## config.mk

```make
export PLATFORM = sky130hd
export DESIGN_NAME = writeback_arbiter_flat
export DESIGN_NICKNAME = d
export VERILOG_FILES = /design/src/rtl/writeback_arbiter_if.sv /design/src/rtl/writeback_arbiter.sv /design/src/flat_wrapper.sv
export SDC_FILE = /design/constraint.sdc
export NUM_CORES = 1
export LEC_CHECK = 0
export ABC_AREA = 1
export BUFFER_PORTS_ARGS = -buffer_cell sky130_fd_sc_hd__clkbuf_2
export CORE_ASPECT_RATIO = 1.4
export CORE_MARGIN = 10
export CORE_UTILIZATION = 45
export CTS_CLUSTER_DIAMETER = 100
export DETAILED_ROUTE_END_ITERATION = 10
export PLACE_DENSITY = 0.95
export SLEW_MARGIN = 10
export SYNTH_ARGS = -nofsm -noshare
export SYNTH_HDL_FRONTEND = slang
export SYNTH_SLANG_ARGS = --single-unit
```

## constraint.sdc

```tcl
create_clock -name CLK -period 3.45 [get_ports CLK]
set_clock_uncertainty 0.05 [all_clocks]
set_input_delay 0.1725 -clock CLK [delete_from_list [all_inputs] [get_ports CLK]]
set_output_delay 0.1725 -clock CLK [all_outputs]
set_load 0.1 [all_outputs]
```

## src/rtl/writeback_arbiter_if.sv

```systemverilog
// rtl/writeback_arbiter_if.sv - writeback producer/consumer bundle for the writeback arbiter
//
// Groups the requester side (req_*, flush, req_ready) and the registered
// writeback broadcast (wb_*) so the arbiter and its neighbours share one bundle.
//   slave  : the arbiter's view (consumes req_*/flush, drives req_ready/wb_*)
//   master : the surrounding core's view (drives req_*/flush, observes outputs)
// Per-requester payloads are packed, requester i at slice [i*W +: W].

interface writeback_arbiter_if #(
  parameter int NUM_REQ         = 3,
  parameter int PHYS_REG_WIDTH  = 6,
  parameter int ROB_INDEX_WIDTH = 5
);
  logic [NUM_REQ-1:0]                 req_valid;
  logic [NUM_REQ-1:0]                 req_reg_write;
  logic [NUM_REQ*PHYS_REG_WIDTH-1:0]  req_phys_reg_tag;
  logic [NUM_REQ*32-1:0]              req_data;
  logic [NUM_REQ*ROB_INDEX_WIDTH-1:0] req_ROB_index;
  logic                               flush;
  logic [NUM_REQ-1:0]                 req_ready;

  logic                               wb_valid;
  logic                               wb_reg_write;
  logic [PHYS_REG_WIDTH-1:0]          wb_phys_reg_tag;
  logic [31:0]                        wb_data;
  logic [ROB_INDEX_WIDTH-1:0]         wb_ROB_index;
  logic [NUM_REQ-1:0]                 wb_source;

  modport slave (
    input  req_valid, req_reg_write, req_phys_reg_tag, req_data, req_ROB_index, flush,
    output req_ready,
    output wb_valid, wb_reg_write, wb_phys_reg_tag, wb_data, wb_ROB_index, wb_source
  );

  modport master (
    output req_valid, req_reg_write, req_phys_reg_tag, req_data, req_ROB_index, flush,
    input  req_ready,
    input  wb_valid, wb_reg_write, wb_phys_reg_tag, wb_data, wb_ROB_index, wb_source
  );
endinterface

```

## src/rtl/writeback_arbiter.sv

```systemverilog
// rtl/writeback_arbiter.sv - round-robin arbiter onto the single register-file writeback port
//
// Grants at most one valid requester per cycle (round-robin, starting after
// the last granted one), registers its result into one writeback stage and
// broadcasts it to the phys reg file, ready table and ROB.
// Ports:
//   CLK   - clock, rising edge
//   nRST  - asynchronous active-low reset
//   bus   - writeback_arbiter_if.slave: req_* / flush in, req_ready
//           (combinational one-hot-or-zero grant) and registered wb_* out

module writeback_arbiter #(
  parameter int NUM_REQ         = 3,
  parameter int PHYS_REG_WIDTH  = 6,
  parameter int ROB_INDEX_WIDTH = 5
) (
  input  logic                  CLK,
  input  logic                  nRST,
  writeback_arbiter_if.slave    bus
);

  localparam int IDX_W = (NUM_REQ > 1) ? $clog2(NUM_REQ) : 1;

  logic [IDX_W-1:0]           rr_last;
  logic [IDX_W-1:0]           grant_idx;
  logic                       grant_found;
  logic [NUM_REQ-1:0]         grant_onehot;
  int                         cand;

  logic                       sel_reg_write;
  logic [PHYS_REG_WIDTH-1:0]  sel_tag;
  logic [31:0]                sel_data;
  logic [ROB_INDEX_WIDTH-1:0] sel_rob;

  // Walk rr_last+1 .. rr_last+NUM_REQ (mod NUM_REQ); the last step lands on
  // rr_last itself so a lone requester can be granted back-to-back.
  always_comb begin
    grant_found = 1'b0;
    grant_idx   = '0;
    cand        = 0;
    for (int k = 1; k <= NUM_REQ; k++) begin
      cand = (int'(rr_last) + k) % NUM_REQ;
      if (!grant_found && !bus.flush && bus.req_valid[IDX_W'(cand)]) begin
        grant_found = 1'b1;
        grant_idx   = IDX_W'(cand);
      end
    end
  end

  assign grant_onehot  = grant_found ? (NUM_REQ'(1) << grant_idx) : '0;
  assign bus.req_ready = grant_onehot;

  always_comb begin
    sel_reg_write = 1'b0;
    sel_tag       = '0;
    sel_data      = '0;
    sel_rob       = '0;
    for (int i = 0; i < NUM_REQ; i++) begin
      if (grant_onehot[i]) begin
        sel_reg_write = bus.req_reg_write[i];
        sel_tag       = bus.req_phys_reg_tag[i*PHYS_REG_WIDTH +: PHYS_REG_WIDTH];
        sel_data      = bus.req_data[i*32 +: 32];
        sel_rob       = bus.req_ROB_index[i*ROB_INDEX_WIDTH +: ROB_INDEX_WIDTH];
      end
    end
  end

  // A grant is always a transfer (ready only ever asserts alongside valid).
  // Idle cycles clear the qualifiers but keep the payload fields as they were.
  always_ff @(posedge CLK or negedge nRST) begin
    if (!nRST) begin
      rr_last             <= IDX_W'(NUM_REQ - 1);
      bus.wb_valid        <= 1'b0;
      bus.wb_reg_write    <= 1'b0;
      bus.wb_phys_reg_tag <= '0;
      bus.wb_data         <= '0;
      bus.wb_ROB_index    <= '0;
      bus.wb_source       <= '0;
    end else if (grant_found) begin
      rr_last             <= grant_idx;
      bus.wb_valid        <= 1'b1;
      bus.wb_reg_write    <= sel_reg_write;
      bus.wb_phys_reg_tag <= sel_tag;
      bus.wb_data         <= sel_data;
      bus.wb_ROB_index    <= sel_rob;
      bus.wb_source       <= grant_onehot;
    end else begin
      bus.wb_valid        <= 1'b0;
      bus.wb_reg_write    <= 1'b0;
      bus.wb_source       <= '0;
    end
  end

endmodule

```

## src/flat_wrapper.sv

```systemverilog
// flat-port wrapper written by rule: the top's interface ports become plain ports
module writeback_arbiter_flat 
#(
  parameter int NUM_REQ         = 3,
  parameter int PHYS_REG_WIDTH  = 6,
  parameter int ROB_INDEX_WIDTH = 5
)
  (CLK, nRST, bus_req_valid, bus_req_reg_write, bus_req_phys_reg_tag, bus_req_data, bus_req_ROB_index, bus_flush, bus_req_ready, bus_wb_valid, bus_wb_reg_write, bus_wb_phys_reg_tag, bus_wb_data, bus_wb_ROB_index, bus_wb_source);
  writeback_arbiter_if #(.NUM_REQ(NUM_REQ), .PHYS_REG_WIDTH(PHYS_REG_WIDTH), .ROB_INDEX_WIDTH(ROB_INDEX_WIDTH)) bus_i ();
  input  logic CLK;
  input  logic nRST;
  input wire logic [$bits(bus_i.req_valid)-1:0] bus_req_valid;
  input wire logic [$bits(bus_i.req_reg_write)-1:0] bus_req_reg_write;
  input wire logic [$bits(bus_i.req_phys_reg_tag)-1:0] bus_req_phys_reg_tag;
  input wire logic [$bits(bus_i.req_data)-1:0] bus_req_data;
  input wire logic [$bits(bus_i.req_ROB_index)-1:0] bus_req_ROB_index;
  input wire logic [$bits(bus_i.flush)-1:0] bus_flush;
  output wire logic [$bits(bus_i.req_ready)-1:0] bus_req_ready;
  output wire logic [$bits(bus_i.wb_valid)-1:0] bus_wb_valid;
  output wire logic [$bits(bus_i.wb_reg_write)-1:0] bus_wb_reg_write;
  output wire logic [$bits(bus_i.wb_phys_reg_tag)-1:0] bus_wb_phys_reg_tag;
  output wire logic [$bits(bus_i.wb_data)-1:0] bus_wb_data;
  output wire logic [$bits(bus_i.wb_ROB_index)-1:0] bus_wb_ROB_index;
  output wire logic [$bits(bus_i.wb_source)-1:0] bus_wb_source;
  assign bus_i.req_valid = bus_req_valid;
  assign bus_i.req_reg_write = bus_req_reg_write;
  assign bus_i.req_phys_reg_tag = bus_req_phys_reg_tag;
  assign bus_i.req_data = bus_req_data;
  assign bus_i.req_ROB_index = bus_req_ROB_index;
  assign bus_i.flush = bus_flush;
  assign bus_req_ready = bus_i.req_ready;
  assign bus_wb_valid = bus_i.wb_valid;
  assign bus_wb_reg_write = bus_i.wb_reg_write;
  assign bus_wb_phys_reg_tag = bus_i.wb_phys_reg_tag;
  assign bus_wb_data = bus_i.wb_data;
  assign bus_wb_ROB_index = bus_i.wb_ROB_index;
  assign bus_wb_source = bus_i.wb_source;
  writeback_arbiter #(.NUM_REQ(NUM_REQ), .PHYS_REG_WIDTH(PHYS_REG_WIDTH), .ROB_INDEX_WIDTH(ROB_INDEX_WIDTH)) u_core (.CLK(CLK), .nRST(nRST), .bus(bus_i));
endmodule
```

Yosys cells after proc, flatten, opt, wreduce, memory -nomap -nowiden
Index checks and enable logic that the tools add are counted.

Add/sub/neg operators: 3. Div/mod/pow operators: 3. $lt $le $gt $ge: 3. Shift operators: 1. Multiplexer cells: 31. Reduce and logical (&&, ||, !) cells: 8.

Operator list (count): $mod A32 B3 Y32 const B (3); $mux W32 (3); $mux W6 (3); $mux W5 (3); $mux W1 (14); $lt A2 B4 Y1 const B (3); $add A2 B2 Y3 const B (2); $bmux W1 S2 (3); $mux W2 (3); $mux W3 (2); $logic_and A1 B1 Y1 (5); $add A2 B1 Y3 const B (1); $logic_not A1 Y1 (3); $shl A1 B2 Y3 const A (1).

Register bits after elaboration: 50. Bits of input ports: 138. Logic and storage cells: 56.

Depth between registers and ports, before layout
Depth after elaboration: 21. Gate-level depth with buffers: 15. Mapped depth without buffers: 14.

Least setup slack after synthesis
OpenSTA, ideal clock, no wires.

Path kind: register to output. Start: register u_core.rr_last[1]. End: output bus_req_ready[0]. Arrival time: 3.839 ns. Slack: -0.611 ns. Cell stages (with the launch flop): 12. Path buffers: 1. Cell sequence: dfstp_2 ha_1 inv_2 nand2_1 nand2_1 nand3_1 nand3_1 nand2_1 inv_2 nand2_4 buf_2 nor3_1.

Cells in the longest elaborated chain, start to end: 17. Elaborated cells on any way between the ends: 30. Classes of those cells: 3 x add/sub; 3 x div; 1 x shift; 16 x mux; 7 x reduce/logical.

Ends and longest elaborated chain: start: declaration (line writeback_arbiter.sv:24) `logic [IDX_W-1:0] rr_last;`; start signal: assignment (line writeback_arbiter.sv:72) `rr_last <= IDX_W'(NUM_REQ - 1);`; start signal: assignment (line writeback_arbiter.sv:80) `rr_last <= grant_idx;`; $add A2 B1 Y3 (line writeback_arbiter.sv:42) `cand = (int'(rr_last) + k) % NUM_REQ;`; $mod A32 B3 Y32 (line writeback_arbiter.sv:42); $bmux W1 S2 (line writeback_arbiter.sv:43) `if (!grant_found && !bus.flush && bus.req_valid[IDX_W'(cand)]) begin`; $mux W1 (not written as such) (2 in series) (line writeback_arbiter.sv:43); $logic_and A1 B1 Y1 (line writeback_arbiter.sv:43); $mux W1 (line writeback_arbiter.sv:43); $logic_not A1 Y1 (line writeback_arbiter.sv:43); $logic_and A1 B1 Y1 (2 in series) (line writeback_arbiter.sv:43); $mux W1 (line writeback_arbiter.sv:43); $logic_not A1 Y1 (line writeback_arbiter.sv:43); $logic_and A1 B1 Y1 (2 in series) (line writeback_arbiter.sv:43); $mux W2 (line writeback_arbiter.sv:43); $shl A1 B2 Y3 (line writeback_arbiter.sv:50) `assign grant_onehot = grant_found ? (NUM_REQ'(1) << grant_idx) : '0;`; $mux W3 (*) (line writeback_arbiter.sv:50); end: declaration (line flat_wrapper.sv:18) `output wire logic [$bits(bus_i.req_ready)-1:0] bus_req_ready;`.

Every way passes the cells marked *; elsewhere a longest branch is shown, timed or not. The select of a mux whose other input is x is not followed.

Worst setup path after layout
Start: register u_core.rr_last[0]. End: output bus_req_ready[0].

Same word-level chain as after synthesis.

==> results.md <==
* Synth Flop Type: dfrtp_1
* Fin. Hold Viols at 0
* Max cap viols at 0
* DR iter-0 viols at roughly 210
* Clk_lat worst skew at about 300 ps
* CP required at ~3200 ps
* CTS clk-pin slew, worst paths at approximately 90 ps
* Critical path class: register to output port
* Fmax at approximately 0.32 GHz
* Vias in the first global route at ~3300
* Largest net degree at the start of global routing at slightly above 50
* Layout area overhead at 34.57%
* Port Buf Inserts at about 190
* Synth Instances at 351
* CTS tree: built
* Detailed Routing Iterations Pass 1 at 5
* Root Buffer: clkbuf_8
* Net count after synthesis at approximately 500
* Post-DRT Antenna Nets at 0
* Cell Chain, Critical Path: inv_1 > ha_1 > inv_2 > nand2_1 > nand2_1 > nand4_2 > nand4_1 > nand3_2 > nor3_2 > clkbuf_2
* Routability cong. at 0.8452
* Layout cell share with drive strength beyond 1 at 0.4057
* Routed met1 length at about 3600 microns
* Top cell type's share of synthesized area at 0.4389
* Avg Cell Area, Syn at around 8.0 sq um
* RSZ-0062 raised after global routing: no
* Total Routing Usage GR at 0.1963
* Vias post-DR at about 3200
* CTS max path bufs at 2
* Met2 wire len at slightly above 5000 microns
* CTS buffer count at 5
* Critical-path top delay cell: clkbuf_2
* Worst r2r path cells at 13
* Post-CTS resize count at 0
* Worst path most repeated cell: nand2_1
* Outcome: finished, final reports clean
* Die area at ~10000 sq um
* Antenna violations before repair at 0
* Die W at 86.60 microns
* Flops & latches, synth at 50
* Worst-Margin Slew at between 600 and 700 ps
* Met3 routed WL at 1111 microns
* Core region area at a little under 6000 sq um
* Fill cells at 506
* Worst path arrival time at slightly below 3000 ps
* Setup repair bufs after CTS at 0
* EDFF count, synth at 0
* Pins Over Slew Limit at 0
* Sequential area share after synthesis at 0.4483
* Global-route wire length before repair at ~16000 microns
* Diodes inserted at 0
* Per-cell routed wire length at roughly 17 microns
* # clock sinks at 50
* Critical path depth at 10
* DRC Markers at 0
* Crit path capture type: output port
* Synth warn at 0
* Synth area leader: dfrtp_1
* Hold_buf cts at 1
* Detailed Place HPWL at 7842 microns
* Slew margin rel. at 0.5746
* Endpoints failing setup at 0
* Crit path time final at roughly 3100 ps
* Top cells by area, synth: dfrtp_1, nand2_1, nand4_1, nand3_1, buf_6
* Post-Route Setup TNS at 0 ps
* Netlist cell types at 23
* Fin crit share at 0.9019
* Family with the most delay on the worst path: simple AND/OR/NAND/NOR gates
* Max FO, Critical Path at 23
* Worst setup SP type: register
* Max layer used: met4
* Post-Route WL at between 10000 and 15000 microns
* Worst hold stages at 3
* Worst hold path class: input port to register
* # H-tree levels at 2
* Chip height at around 110 microns
* Initial Utilization at 0.4699
* Final net count at around 670
* Most used cells in the layout excluding fill and tap cells: clkbuf_2, nand2_1, nand3_1
* Commonest non-fill, non-tap cell in the layout: clkbuf_2
* Post-DR vias/cell at around 5.3
* IO Count at about 190
* # rows at 33
* CP Buf/Inv Count at 3
* Post-synth ARST share at 1.000
* Overflow after GRT at 0
* Synth Cell Area at roughly 2800 sq um
* CP max stage delay at slightly below 500 ps
[worst min-delay path, stage by stage]
cell and delay, ps:
clkbuf_2 70, nand2_1 40, nand3_1 70
[layout make-up]
| class | instances | area [sq um] | area share |
|---|---|---|---|
| multi-input cells | 267 | 1308 | 0.3478 |
| flip-flops and latches | 50 | 1252 | 0.3331 |
| repair buffers | 194 | 988.4 | 0.2629 |
| well taps | 70 | 87.58 | 0.02329 |
| clock buffers | 6 | 72.57 | 0.01930 |
| inverters | 11 | 41.29 | 0.01098 |
| clock inverters | 2 | 10.01 | 0.002662 |
[flip-flops by register name (all words and copies together), names as in the netlist]
name,flops
u_core.bus.wb_ROB_index,5
u_core.bus.wb_data,32
u_core.bus.wb_phys_reg_tag,6
u_core.bus.wb_reg_write,1
u_core.bus.wb_source,3
u_core.bus.wb_valid,1
u_core.rr_last,2
[cells in the mapped netlist, types with 2 or more instances]
| cell | number |
|---|---|
| ha_1 | 4 |
| inv_1 | 8 |
| nor2_4 | 2 |
| nor2_1 | 3 |
| dfrtp_1 | 49 |
| buf_2 | 8 |
| inv_2 | 3 |
| nand2_1 | 150 |
| nor3_1 | 2 |
| nand4_1 | 46 |
| buf_4 | 3 |
| nand3_1 | 50 |
| nor2_8 | 2 |
| buf_6 | 12 |
[worst paths after layout]
check / start / endpoint / slack (ps)
min: bus_req_reg_write[2] / u_core.bus.wb_reg_write / 40
min reg2reg: u_core.bus.wb_data[29] / u_core.bus.wb_data[29] / 460
max in group asynchronous: nRST / u_core.bus.wb_data[27] / 2460
max: u_core.rr_last[0] / bus_req_ready[0] / 340
min in group asynchronous: nRST / u_core.bus.wb_source[2] / 470
max reg2reg: u_core.rr_last[0] / u_core.bus.wb_data[31] / 710
[kinds of logic (layout without fill, tap and decap cells)]
logic type,after synthesis,in the layout,synth area share
fa+ha+maj,4,4,0.01791
buf+inv,34,213,0.08554
compound gates,1,1,0.001790
flops,50,50,0.4483
simple gates,262,262,0.4465
[through the flow]
stage / area [sq um] / util / setup slack [ps] / hold slack (ps) / instances
finish: 3760 / 0.6324 / 338.6 / 36.78 / 600
global route: 3760 / 0.6324 / 97.04 / 39.41 / 600
CTS: 3760 / 0.6324 / 316.1 / 29.62 / 600
detailed placement: 3667 / 0.6168 / 703.8 / 269.8 / 591
global placement: 3667 / 0.6168 / 833.1 / 253.1 / 591
floorplan: 2799 / - / 250.2 / -173.1 / 351
[routing by layer]
metal  global-route usage  up-vias
met4              0.06284        0
met5                    0        -
met1               0.2046     1453
met2               0.3465      182
li1                     -     1527
met3              0.07897       17
Power is left out: the tool's default activity adds up to more than one toggle a clock period on the data nets, which glitch-free logic cannot reach.
